==> src/rtl/hazard_scoreboard.sv <==
// hazard_scoreboard
//   Load-use and long-latency hazard controller for the in-order pipeline.
//   It keeps a countdown per architectural register for results that are
//   still in flight. Each cycle it decides whether the instruction in ID may
//   issue into Id_Rr, or must stall and inject a bubble.
//
// Ports
//   clk        pipeline clock, rising edge
//   reset      asynchronous reset, active low
//   id_valid   ID holds a valid instruction
//   rs, rt     source registers of the ID instruction
//   use_rs/rt  ID instruction reads rs / rt
//   dest       destination register (post RegDst mux)
//   reg_write  ID instruction writes dest
//   mem_read   ID instruction is a load
//   flush      squash the ID instruction (branch/jump redirect)
//   freeze     whole pipeline held (external memory wait)
//   stall      hold PC, IF/ID and Id_Rr
//   bubble     next stage loads a NOP this cycle
//   issue      ID instruction advances this cycle
//   busy       any scoreboard counter non-zero
//   stall_cnt  saturating count of hazard stall cycles
module hazard_scoreboard #(
    parameter int unsigned ALU_LAT  = 0,
    parameter int unsigned LOAD_LAT = 1,
    parameter int unsigned CNT_W    = 3
) (
    input  logic        clk,
    input  logic        reset,
    input  logic        id_valid,
    input  logic [4:0]  rs,
    input  logic [4:0]  rt,
    input  logic        use_rs,
    input  logic        use_rt,
    input  logic [4:0]  dest,
    input  logic        reg_write,
    input  logic        mem_read,
    input  logic        flush,
    input  logic        freeze,
    output logic        stall,
    output logic        bubble,
    output logic        issue,
    output logic        busy,
    output logic [15:0] stall_cnt
);

    logic [CNT_W-1:0] cnt_q [32];
    logic [CNT_W-1:0] cnt_d [32];
    logic [15:0]      stall_cnt_q;
    logic [15:0]      stall_cnt_d;
    logic             hazard;
    logic [CNT_W-1:0] lat;

    // Hazard check uses the pre-issue counters, so an instruction that reads
    // and writes the same register never waits on itself.
    always_comb begin
        hazard = id_valid &&
                 ((use_rs && (rs != 5'd0) && (cnt_q[rs] != '0)) ||
                  (use_rt && (rt != 5'd0) && (cnt_q[rt] != '0)));
        stall  = hazard && !flush;
        bubble = stall && !freeze;
        issue  = id_valid && !hazard && !flush && !freeze;
        busy   = 1'b0;
        for (int unsigned i = 1; i < 32; i++) begin
            if (cnt_q[i] != '0) busy = 1'b1;
        end
    end

    assign lat       = mem_read ? CNT_W'(LOAD_LAT) : CNT_W'(ALU_LAT);
    assign stall_cnt = stall_cnt_q;

    always_comb begin
        for (int unsigned i = 0; i < 32; i++) begin
            cnt_d[i] = cnt_q[i];
        end
        stall_cnt_d = stall_cnt_q;
        if (!freeze) begin
            for (int unsigned i = 1; i < 32; i++) begin
                cnt_d[i] = cnt_q[i] - CNT_W'(cnt_q[i] != '0);
            end
            // Issued write overrides the plain decrement; WAW keeps the longer wait.
            if (issue && reg_write && (dest != 5'd0)) begin
                if (lat > cnt_d[dest]) cnt_d[dest] = lat;
            end
            if (stall && (stall_cnt_q != 16'hFFFF)) begin
                stall_cnt_d = stall_cnt_q + 16'd1;
            end
        end
        cnt_d[0] = '0;
    end

    always_ff @(posedge clk or negedge reset) begin
        if (!reset) begin
            for (int unsigned i = 0; i < 32; i++) begin
                cnt_q[i] <= '0;
            end
            stall_cnt_q <= '0;
        end else begin
            for (int unsigned i = 0; i < 32; i++) begin
                cnt_q[i] <= cnt_d[i];
            end
            stall_cnt_q <= stall_cnt_d;
        end
    end

endmodule

==> config.mk <==
export PLATFORM = sky130hd
export DESIGN_NAME = hazard_scoreboard
export DESIGN_NICKNAME = d
export VERILOG_FILES = /design/src/rtl/hazard_scoreboard.sv
export SDC_FILE = /design/constraint.sdc
export NUM_CORES = 1
export LEC_CHECK = 0
export ABC_AREA = 1
export BUFFER_PORTS_ARGS = -buffer_cell sky130_fd_sc_hd__buf_2
export CORE_MARGIN = 5
export CORE_UTILIZATION = 35
export DETAILED_ROUTE_END_ITERATION = 10
export HOLD_SLACK_MARGIN = 0.02
export PLACE_DENSITY = 0.52
export SLEW_MARGIN = 10
export SYNTH_ARGS = -nofsm -noshare
export SYNTH_HDL_FRONTEND = slang
export SYNTH_SLANG_ARGS = --single-unit
==> constraint.sdc <==
create_clock -name clk -period 3.05 [get_ports clk]
set_clock_uncertainty 0.1 [all_clocks]
set_input_delay 0.305 -clock clk [delete_from_list [all_inputs] [get_ports clk]]
set_output_delay 0.305 -clock clk [all_outputs]
set_load 0.1 [all_outputs]
==> reports/metrics.yaml <==
run:
  cap_viol_max_count: 0
yosys:
  synth_edf_count: 0
  yosys_warnings: 0
  synth_ff_type: "dfrtp_1"
  netlist.area_leader.share_pct: 30.3
  syn-cell-area_um2: 9010
  avgSynthCellArea_um2: 6.56
  synthesis.nets: 1462
  synth-seq-area-share_pct: 30.3
  synth_top_cell_by_area: "dfrtp_1"
  yosysMostFrequentCell: "nand2_1"
  async_reset_ff_share_pct: 100
  synth_cells: 1374
  ys_types: 39
  synthTopCellsByArea: "dfrtp_1 (30%), nand2_1 (23%), ha_1 (8.9%)"
  synthTopCellsByCount: "nand2_1 (564), inv_1 (140), o21ai_0 (110)"
  synth-seq-cells: 109
clock_tree:
  path_clk_slew_ns: 0.09
  cts_sinks: 109
  h-tree-depth: 3
  cts_tree: "built"
  cts_buffers: 9
  worst_skew_pair.late_latency_ns: 0.37
  cts_root_buffer: "clkbuf_16"
  cts_buffer_depth: 2
layout:
  syn_to_final_growth_pct: 30.1
  fill_cells: 2663
  num_antenna_cells: 0
  drive_above_1_share_pct: 22.3
  finalNetCount: 1689
  post-route-util_pct: 46.4
floorplan:
  rows: 58
  core_um2: 25300
  start_util_pct: 35.7
  die_h_um: 170
  pin_count: 44
  die_x_um: 170
  die_area_um2: 29100
placed_design:
  portBuffers: 43
  dp_hpwl_um: 23800
  gp_congestion: 0.968
grt:
  grt_pass1_wl_um: 50900
  grt_max_degree: 83
  grt_antenna_before_repair: 1
  overflow: 0
  grt_pass1_vias: 9132
  grt_use_total_pct: 22.6
power:
  p_leak_nw: 6.19
  power_density_nw_per_um2: 1090
  finalPower_w: 0.0128
  ir_worst_vdd_v: 0.000427
route:
  first_iter_violations: 592
  drc: 0
  viasPerCell: 4.94
  first_pass_iters: 5
  wl_um: 32700
  antenna_left: 0
  vias: 9564
  wl_per_cell_um: 16.9
worst_setup_path:
  path_cells: "nor2_1 -> nand2_1 -> ha_4 -> a22oi_2 -> o221ai_2 -> a22o_1 -> nor4_2 -> ha_1 -> nor2_1 -> o21ai_1 -> a21oi_1 -> nand2_1 -> nor2_4 -> buf_12 -> clkbuf_16 -> nand3_1 -> nand2_1 -> nand2_1 -> nand2_1 -> nand2_1 -> nand2_1"
  r2r-start: "cnt_q[71]"
  cp.required_ns: 3.25
  crit_path_max_fanout: 6
  reg2reg_depth: 21
  critical_path_class: "register to register"
  cpLargestDelayFamily: "simple AND/OR/NAND/NOR gates"
  cpMostUsedCell: "nand2_1"
  cp.depth: 21
  cp_slowest_stage_delay_ns: 0.40
  regToRegSetupSlack_ns: -0.32
  crit_buf_inv: 2
  r2r-end: "cnt_q[33]"
  cp-end-kind: "register"
  critical_path_arrival_ns: 3.57
  crit_path_start_kind: "register"
  cp_slowest_cell: "dfrtp_1"
timing:
  final.setup.worst_slack_ns: -0.316
  period_share_pct: 110
  worst_slew_pin_slew_ns: 0.793
  hold_ws_ns: 0.343
  rsz0062_at_grt: "yes"
  maxSlewHeadroom_pct: 47.2
  drv_slew: 0
  setup_viol: 31
  finalSetupTns_ns: -8.77
  fmax_ghz: 0.297
  period_needed_ns: 3.37
  hold_viol_final: 0
min_path:
  whs_endpoint: "stall_cnt[4]"
  hold_class: "input pin to register"
  worstHoldStart: "freeze"
  holdPathStages: 5
status:
  status: "complete, but fails checks"
  violations: "setup timing"
[routing by layer]
metal | track usage, % | vias to the layer above | part of all wire [%]
met5 | 0 | - | 0.043
met4 | 7.22 | 2 | 3.0
met3 | 4.48 | 48 | 6.0
met2 | 36.8 | 272 | 45
met1 | 30.3 | 4397 | 46
li1 | - | 4845 | -
[power by group]
| part | leakage (nW) | internal, W | total, W | switching (W) |
|---|---|---|---|---|
| Clock | 0.148 | 0.000652 | 0.00128 | 0.000632 |
| Combinational | 4.69 | 0.00414 | 0.00904 | 0.00490 |
| Sequential | 1.36 | 0.00209 | 0.00246 | 0.000371 |
[registers in the layout, indices dropped and copies added, names as in the netlist]
register,count
cnt_q,93
stall_cnt,16
[worst min-delay path: stages]
cell and delay (ns):
buf_4 0.11, nor2_4 0.06, buf_4 0.18, nand3_1 0.07
nand2_1 0.05
[layout make-up]
class / instances / area, µm² / area share, %
Multi-Input combinational cell: 1063 / 5620 / 47.9
Sequential cell: 109 / 2730 / 23.3
Timing Repair Buffer: 268 / 2090 / 17.8
Inverter: 150 / 568 / 4.85
Tap cell: 330 / 413 / 3.52
Clock buffer: 9 / 225 / 1.92
Clock inverter: 7 / 80.1 / 0.683
[repair_timing]
action	4_1_cts	5_1_grt
endpoints found under the hold margin	33	0
hold buffers	1	0
pin swaps	8	30
setup buffers	6	3
setup endpoints to repair	31	31
gates cloned	3	1
resized for setup	28	13
[placed cells by master, fill, tap and decap left out, types with 13 or more instances in the layout]
cell type  Yosys  layout
buf_2         15      38
ha_1          64      57
xor2_1        15      15
nand3_1       88      85
o21ai_1       18      22
buf_4         12     216
nor2_1        68      62
dfrtp_1      109     109
nand2_1      564     559
o21ai_0      110     106
inv_1        140     137
o22ai_1       13      13
xnor2_1       30      30
[worst max path at each step]
stage	slack, ns	start	endpoint
4_1_cts	-0.31	cnt_q[60]	cnt_q[21]
5_1_grt	-0.55	cnt_q[71]	cnt_q[27]
6_report	-0.32	cnt_q[71]	cnt_q[33]
3_5_place_dp	-0.54	cnt_q[87]	cnt_q[21]
3_3_place_gp	-0.56	cnt_q[87]	cnt_q[21]
2_1_floorplan	0.02	cnt_q[33]	cnt_q[39]
[through the flow]
step | instance area (µm²) | worst slack [ns] | cells
floorplan | 9010 | 0.0225 | 1374
finish | 11700 | -0.316 | 1936
global route | 11700 | -0.545 | 1936
CTS | 11600 | -0.314 | 1932
global placement | 11100 | -0.557 | 1906
detailed placement | 11100 | -0.538 | 1906
[kinds of logic after synthesis]
family	share of synthesized area, %
XOR/XNOR	4.37
AO/OA/AOI/OAI	10.5
adder cells (fa/ha/maj)	8.89
AND/OR/NAND/NOR	36.3
buffers and inverters	9.76
flip-flops	30.3
No activity file was read; power rests on OpenSTA's default activity.
